## config.mk

```make
export PLATFORM = sky130hd
export DESIGN_NAME = bit_serializer
export DESIGN_NICKNAME = d
export VERILOG_FILES = /design/src/rtl/bit_serializer.sv
export SDC_FILE = /design/constraint.sdc
export NUM_CORES = 1
export LEC_CHECK = 0
export BUFFER_PORTS_ARGS = -buffer_cell sky130_fd_sc_hd__clkbuf_2
export CAP_MARGIN = 20
export CORE_MARGIN = 4
export CORE_UTILIZATION = 55
export CTS_CLUSTER_DIAMETER = 30
export DETAILED_ROUTE_END_ITERATION = 10
export PLACE_DENSITY = 0.77
export SYNTH_ARGS = -nofsm -noshare
export SYNTH_HDL_FRONTEND = slang
export SYNTH_SLANG_ARGS = --single-unit
```

## constraint.sdc

```tcl
create_clock -name clk -period 2.5 [get_ports clk]
set_input_delay 0.375 -clock clk [delete_from_list [all_inputs] [get_ports clk]]
set_output_delay 0.375 -clock clk [all_outputs]
set_load 0.02 [all_outputs]
```

## src/rtl/bit_serializer.sv

```systemverilog
// Parallel-to-serial front end: WIDTH-bit words in over valid/ready, one bit per clock out.
// A one-word holding register lets back-to-back words stream with no idle bit.
module bit_serializer #(
  parameter int   WIDTH      = 8,
  parameter logic IDLE_LEVEL = 1'b0
) (
  input  logic             clk,
  input  logic             rst,
  input  logic [WIDTH-1:0] din,
  input  logic             din_valid,
  output logic             din_ready,
  input  logic             msb_first,
  output logic             sout,
  output logic             sout_valid,
  output logic             word_done,
  output logic             busy
);

  localparam int            CW   = $clog2(WIDTH);
  localparam logic [CW-1:0] LAST = CW'(WIDTH - 1);

  typedef enum logic {IDLE = 1'b0, SHIFT = 1'b1} state_t;

  state_t           state;
  logic [WIDTH-1:0] hold_reg;
  logic             hold_order;
  logic             hold_full;
  logic             rdy_q;
  logic [WIDTH-1:0] shreg;
  logic             sh_order;
  logic [CW-1:0]    bitcnt;

  logic last_bit;
  logic load;

  assign last_bit = (state == SHIFT) && (bitcnt == LAST);
  // Holding register drains either from idle or on the last bit, so words chain with no gap.
  assign load     = hold_full && ((state == IDLE) || last_bit);

  always_ff @(posedge clk or posedge rst) begin
    if (rst) begin
      state      <= IDLE;
      hold_reg   <= '0;
      hold_order <= 1'b0;
      hold_full  <= 1'b0;
      rdy_q      <= 1'b1;
      shreg      <= '0;
      sh_order   <= 1'b0;
      bitcnt     <= '0;
    end else begin
      // Accept and load are exclusive: rdy_q is low whenever the slot is full.
      if (din_valid && rdy_q) begin
        hold_reg   <= din;
        hold_order <= msb_first;
        hold_full  <= 1'b1;
        rdy_q      <= 1'b0;
      end
      if (load) begin
        shreg     <= hold_reg;
        sh_order  <= hold_order;
        bitcnt    <= '0;
        hold_full <= 1'b0;
        rdy_q     <= 1'b1;
        state     <= SHIFT;
      end else if (state == SHIFT) begin
        if (last_bit) begin
          state  <= IDLE;
          bitcnt <= '0;
        end else begin
          shreg  <= sh_order ? {shreg[WIDTH-2:0], 1'b0} : {1'b0, shreg[WIDTH-1:1]};
          bitcnt <= bitcnt + 1'b1;
        end
      end
    end
  end

  assign din_ready  = rdy_q;
  assign sout_valid = (state == SHIFT);
  assign sout       = sout_valid ? (sh_order ? shreg[WIDTH-1] : shreg[0]) : IDLE_LEVEL;
  assign word_done  = last_bit;
  assign busy       = sout_valid | hold_full;

endmodule

```

# Yosys cells after proc, flatten, opt, wreduce, memory -nomap -nowiden
# Cells that the tools add are included.
word_totals:
  ff_bits: 24
  inputBits: 12
  output_inout_bits: 5
classes:
  mux: 16
  eq_ne: 2
  addsub: 1
  reduce_logical: 7
  bitwise: 2
op_table:
  columns: ["cell", "count"]
  rows:
  - ["$mux 8", 4]
  - ["$mux 1", 9]
  - ["$mux 3", 3]
  - ["$reduce_bool 2->1", 2]
  - ["$add 3x1->3 const B", 1]
  - ["$eq 3x3->1 const B", 1]
  - ["$logic_and 1x1->1", 3]
  - ["$ne 2x1->1 const B", 1]
  - ["$reduce_and 2->1", 1]
  - ["$logic_or 1x1->1", 1]
  - ["$not 1->1", 1]
  - ["$or 1x1->1", 1]

# Depth between registers and ports, before layout
logic_depth:
  depth_word: 6
  mapped_depth: 6

# Least setup slack after synthesis
# No wires, ideal clock.
synth_timing:
  path_kind: "flip-flop to flip-flop"
  startpoint: "register bitcnt[0]"
  endpoint: "register sh_order"
  synth_period_minus_slack_ns: 1.496
  t_required_ns: 2.375
  path_stages_with_launch: 6
  t_arrival_ns: 1.372
  path_buffers: 0
  path_slack_ns: 1.004
  path_cell_list: "dfrtp_1 > ha_1 > ha_1 > nand2b_2 > nand2_1 > mux2_2"
synth_via:
  elab_chain_len: 4
synth_lines:
  columns: ["item", "line", "text"]
  rows:
  - ["start, declared", "31", "logic [CW-1:0] bitcnt;"]
  - ["start signal, assigned", "71", "bitcnt <= bitcnt + 1'b1;"]
  - ["$eq 3x3->1", "36", "assign last_bit = (state == SHIFT) && (bitcnt == LAST);"]
  - ["$logic_and 1x1->1", "36", null]
  - ["$logic_or 1x1->1", "38", "assign load = hold_full && ((state == IDLE) || last_bit);"]
  - ["$logic_and 1x1->1", "38", null]
  - ["end signal, assigned", "60", "sh_order <= hold_order;"]
  - ["end, declared", "30", "logic sh_order;"]
# No other way between the ends.
# A chain may end at the register's enable or synchronous reset.

# Worst setup path in the final report
layout_timing:
  startpoint: "register sh_order"
  endpoint: "output sout"
layout_via:
  elab_chain_len: 2
layout_lines:
  columns: ["item", "line", "text"]
  rows:
  - ["$mux 1 (2 in a row)", "79", "assign sout = sout_valid ? (sh_order ? shreg[WIDTH-1] : shreg[0]) : IDLE_LEVEL;"]
  - ["end, declared", "13", "output logic sout,"]
# No other way between the ends.

==> flow_results.xml <==
<?xml version="1.0" encoding="UTF-8"?>
<metrics>
  <group name="critical_path">
    <metric name="worst_path_largest_cell_delay" unit="ns">0.69</metric>
    <metric name="cp_data_required_time" unit="ns">2.12</metric>
    <metric name="worst-path-buf-inv" unit="">1</metric>
    <metric name="critical_path.reg2reg.startpoint" unit="">bitcnt[0]</metric>
    <metric name="critical_path.slowest_cell" unit="">sky130_fd_sc_hd__dfrtp_1</metric>
    <metric name="critical_path_end_type" unit="">output port</metric>
    <metric name="path_class" unit="">flop to output port</metric>
    <metric name="critical_path.top_delay_family" unit="">flip-flops</metric>
    <metric name="crit_fanout" unit="">16</metric>
    <metric name="cp_cell_sequence" unit="">mux2i_1 -&gt; nor2b_1 -&gt; clkbuf_2</metric>
    <metric name="critical_path.startpoint_type" unit="">flop</metric>
    <metric name="startpoint" unit="">sh_order</metric>
    <metric name="critPathArrivalTime" unit="ns">1.50</metric>
  </group>
  <group name="sta">
    <metric name="max_slew.worst_pin.slew" unit="ns">0.8902</metric>
    <metric name="grt_setup_unrepaired" unit="">no</metric>
    <metric name="final.setup.worst_slack" unit="ns">0.6260</metric>
    <metric name="hold_viol_final" unit="">0</metric>
    <metric name="timing.setup.tns" unit="ns">0</metric>
    <metric name="fin_skew" unit="ns">0.006968</metric>
    <metric name="setup-violations-final" unit="">0</metric>
    <metric name="finalCritPeriodShare" unit="%">74.96</metric>
    <metric name="slew_headroom" unit="%">40.59</metric>
    <metric name="achievable-frequency" unit="GHz">0.5336</metric>
    <metric name="timing.final.crit_period" unit="ns">1.874</metric>
    <metric name="maxSlewViolCount" unit="">0</metric>
  </group>
  <group name="final_layout">
    <metric name="sequential_cell_area" unit="um^2">601.8</metric>
    <metric name="design.final.nets" unit="">122</metric>
    <metric name="drive_above_1_share" unit="%">33.64</metric>
    <metric name="mostFrequentLayoutCell" unit="">sky130_fd_sc_hd__dfrtp_1</metric>
    <metric name="finish.cell_count_without_fillers" unit="">134</metric>
    <metric name="flow.area_growth_from_synthesis" unit="%">12.05</metric>
    <metric name="num_antenna_cells" unit="">0</metric>
    <metric name="layout.cells.most_common_list" unit="">sky130_fd_sc_hd__dfrtp_1, sky130_fd_sc_hd__clkbuf_2, sky130_fd_sc_hd__mux2_2, sky130_fd_sc_hd__mux2i_1, sky130_fd_sc_hd__nor2b_1</metric>
    <metric name="multi_input_comb_area" unit="um^2">476.7</metric>
    <metric name="design_area" unit="um^2">1256</metric>
    <metric name="fillers" unit="">170</metric>
  </group>
  <group name="synth">
    <metric name="syn-cell-area" unit="um^2">1121</metric>
    <metric name="yosys.area_share.adder" unit="%">2.232</metric>
    <metric name="synth_cell_types" unit="">24</metric>
    <metric name="synth_seq_cells" unit="">24</metric>
    <metric name="synthXorXnorAreaFrac" unit="%">0</metric>
    <metric name="synth_cells" unit="">91</metric>
    <metric name="yosysWarningCount" unit="">0</metric>
    <metric name="basic_gate_share_of_the_synthesized_area_counting_and_or_nand_and_nor_cells" unit="%">9.821</metric>
    <metric name="synth.avg_cell_area" unit="um^2">12.32</metric>
    <metric name="synth_compound_area_share" unit="%">11.50</metric>
    <metric name="synth_fp_nets" unit="">105</metric>
    <metric name="muxShareOfSynthArea" unit="%">18.97</metric>
    <metric name="synth_top_family_by_area" unit="">multiplexers</metric>
    <metric name="synth_seq_area_share" unit="%">53.68</metric>
  </group>
  <group name="cts">
    <metric name="root_cell_of_the_clock_tree" unit="">sky130_fd_sc_hd__clkbuf_4</metric>
    <metric name="post_cts_hold_buffers" unit="">0</metric>
    <metric name="cts_htree_levels" unit="">1</metric>
    <metric name="clk-insertion-delay-late" unit="ns">0.31</metric>
    <metric name="tritoncts_num_sinks" unit="">24</metric>
    <metric name="cts.path.max_buffers" unit="">2</metric>
    <metric name="resized_gates_after_cts" unit="">0</metric>
    <metric name="postCtsSetupRepairBufs" unit="">0</metric>
    <metric name="clk_transition_reported_paths" unit="ns">0.13</metric>
    <metric name="cts-buffers-inserted" unit="">3</metric>
    <metric name="cts_tree" unit="">built</metric>
  </group>
  <group name="placement">
    <metric name="pre_cts_ws" unit="ns">0.7784</metric>
    <metric name="port-buffer-count" unit="">16</metric>
    <metric name="placed_cells" unit="">130</metric>
    <metric name="dp_hpwl" unit="um">1257</metric>
    <metric name="finalWeightedCongestion" unit="">0.7690</metric>
    <metric name="dpl_cell_area" unit="um^2">1204</metric>
  </group>
  <group name="floorplanning">
    <metric name="floorplan.die_area" unit="um^2">2824</metric>
    <metric name="initial_utilization" unit="%">57.73</metric>
    <metric name="num_rows" unit="">16</metric>
    <metric name="core_area" unit="um^2">1942</metric>
    <metric name="die_height" unit="um">53.15</metric>
    <metric name="chipWidth" unit="um">53.15</metric>
    <metric name="floorplan.io_pins" unit="">17</metric>
  </group>
  <group name="drt">
    <metric name="drt-wirelength-per-cell" unit="um">13.40</metric>
    <metric name="totalWireLength" unit="um">1796</metric>
    <metric name="number_of_remaining_drc_errors" unit="">0</metric>
    <metric name="drt_pre_antenna_iters" unit="">4</metric>
    <metric name="viasPerCell" unit="">5.418</metric>
    <metric name="drt_iter0_markers" unit="">3</metric>
    <metric name="route.vias.total" unit="">726</metric>
    <metric name="drt.antenna.violating_nets" unit="">0</metric>
  </group>
  <group name="run">
    <metric name="max_cap_violations" unit="">0</metric>
  </group>
  <group name="grt">
    <metric name="grt_overflow_total" unit="">0</metric>
    <metric name="grt_antenna_before_repair" unit="">0</metric>
    <metric name="first_global_vias" unit="">656</metric>
    <metric name="grt_start_max_net_pins" unit="">25</metric>
    <metric name="global_route_wire_length_before_repair" unit="um">2946</metric>
    <metric name="grt_use_total" unit="%">14.98</metric>
  </group>
  <group name="min_path">
    <metric name="hp-class" unit="">input port to async pin</metric>
  </group>
  <group name="run_status">
    <metric name="result_of_the_run" unit="">finished, final reports clean</metric>
  </group>
  <group name="pwr">
    <metric name="ir_drop" unit="V">0.0007597</metric>
    <metric name="power_leakage" unit="uW">0.0005465</metric>
    <metric name="power-per-cell-area" unit="nW/um^2">1359</metric>
    <metric name="report.power.total" unit="uW">1707</metric>
  </group>
</metrics>
[per-stage QoR]
step,utilization [%],hold slack (ns)
2_1_floorplan,-,0.3889
3_3_place_gp,61.98,0.4914
3_5_place_dp,61.98,0.4975
4_1_cts,64.69,0.2348
5_1_grt,64.69,0.2435
6_report,64.69,0.2080
[worst paths after layout]
path | to | slack (ns) | depth (start not counted)
worst min register to register | bitcnt[0] | 0.52 | 1
worst max-delay path | sout | 0.63 | 3
worst max register to register | sh_order | 0.76 | 5
min in group clk | din_ready | 0.24 | 2
worst min-delay path | sout_valid | 0.21 | 2
max in group asynchronous | hold_reg[7] | 1.75 | 2
[kinds of logic (layout without fill, tap and decap cells)]
logic type | Yosys count | count (layout)
AOI/OAI and AO/OA | 19 | 19
adders and majority gates | 2 | 2
buffers and inverters | 7 | 23
DFF | 24 | 24
muxes | 20 | 20
and+or+nand+nor | 19 | 19
[cells in the mapped netlist]
cell type / instances / area share (%)
sky130_fd_sc_hd__a22o_1: 1 / 0.78
sky130_fd_sc_hd__nand3b_1: 1 / 0.67
sky130_fd_sc_hd__nand2_1: 4 / 1.3
sky130_fd_sc_hd__nand2b_2: 1 / 0.78
sky130_fd_sc_hd__inv_1: 3 / 1.0
sky130_fd_sc_hd__nor2b_1: 7 / 3.9
sky130_fd_sc_hd__buf_6: 1 / 1.0
sky130_fd_sc_hd__nand2_2: 1 / 0.56
sky130_fd_sc_hd__dfstp_2: 1 / 2.3
sky130_fd_sc_hd__a21oi_1: 6 / 2.7
sky130_fd_sc_hd__mux2_2: 10 / 10
sky130_fd_sc_hd__nand2b_1: 1 / 0.56
sky130_fd_sc_hd__buf_4: 2 / 1.3
sky130_fd_sc_hd__a211oi_1: 3 / 2.0
sky130_fd_sc_hd__nor2_1: 1 / 0.33
sky130_fd_sc_hd__mux2i_1: 10 / 8.9
sky130_fd_sc_hd__and2_1: 1 / 0.56
sky130_fd_sc_hd__ha_1: 2 / 2.2
sky130_fd_sc_hd__and2b_1: 1 / 0.67
sky130_fd_sc_hd__buf_2: 1 / 0.45
sky130_fd_sc_hd__nand3_1: 1 / 0.45
sky130_fd_sc_hd__dfrtp_1: 23 / 51
sky130_fd_sc_hd__a211oi_2: 3 / 3.3
sky130_fd_sc_hd__o21ai_0: 6 / 2.7
[area by class of cell]
| class | instances | share of cell area [%] |
|---|---|---|
| flip-flops and latches | 24 | 47.91 |
| multi-input cells | 60 | 37.95 |
| repair buffers | 16 | 6.375 |
| well taps | 27 | 2.689 |
| clock inverters | 1 | 2.390 |
| clock buffers | 3 | 1.793 |
| inverters | 3 | 0.8964 |
[layer usage]
metal,wire [um],GRT usage (%),up-vias
li1,-,-,353
met1,790,18.26,354
met2,902,24.38,17
met3,91,3.662,2
met4,12,7.660,0
met5,0,0,-
[power by group]
part	leakage [uW]	internal, uW	total, uW	switching [uW]
clock	0.0000279	162	277	115
combinational	0.000236	335	642	308
sequential	0.000283	590	788	198
total	0.000546	1090	1710	621
Power figures use the tool's default switching activity.
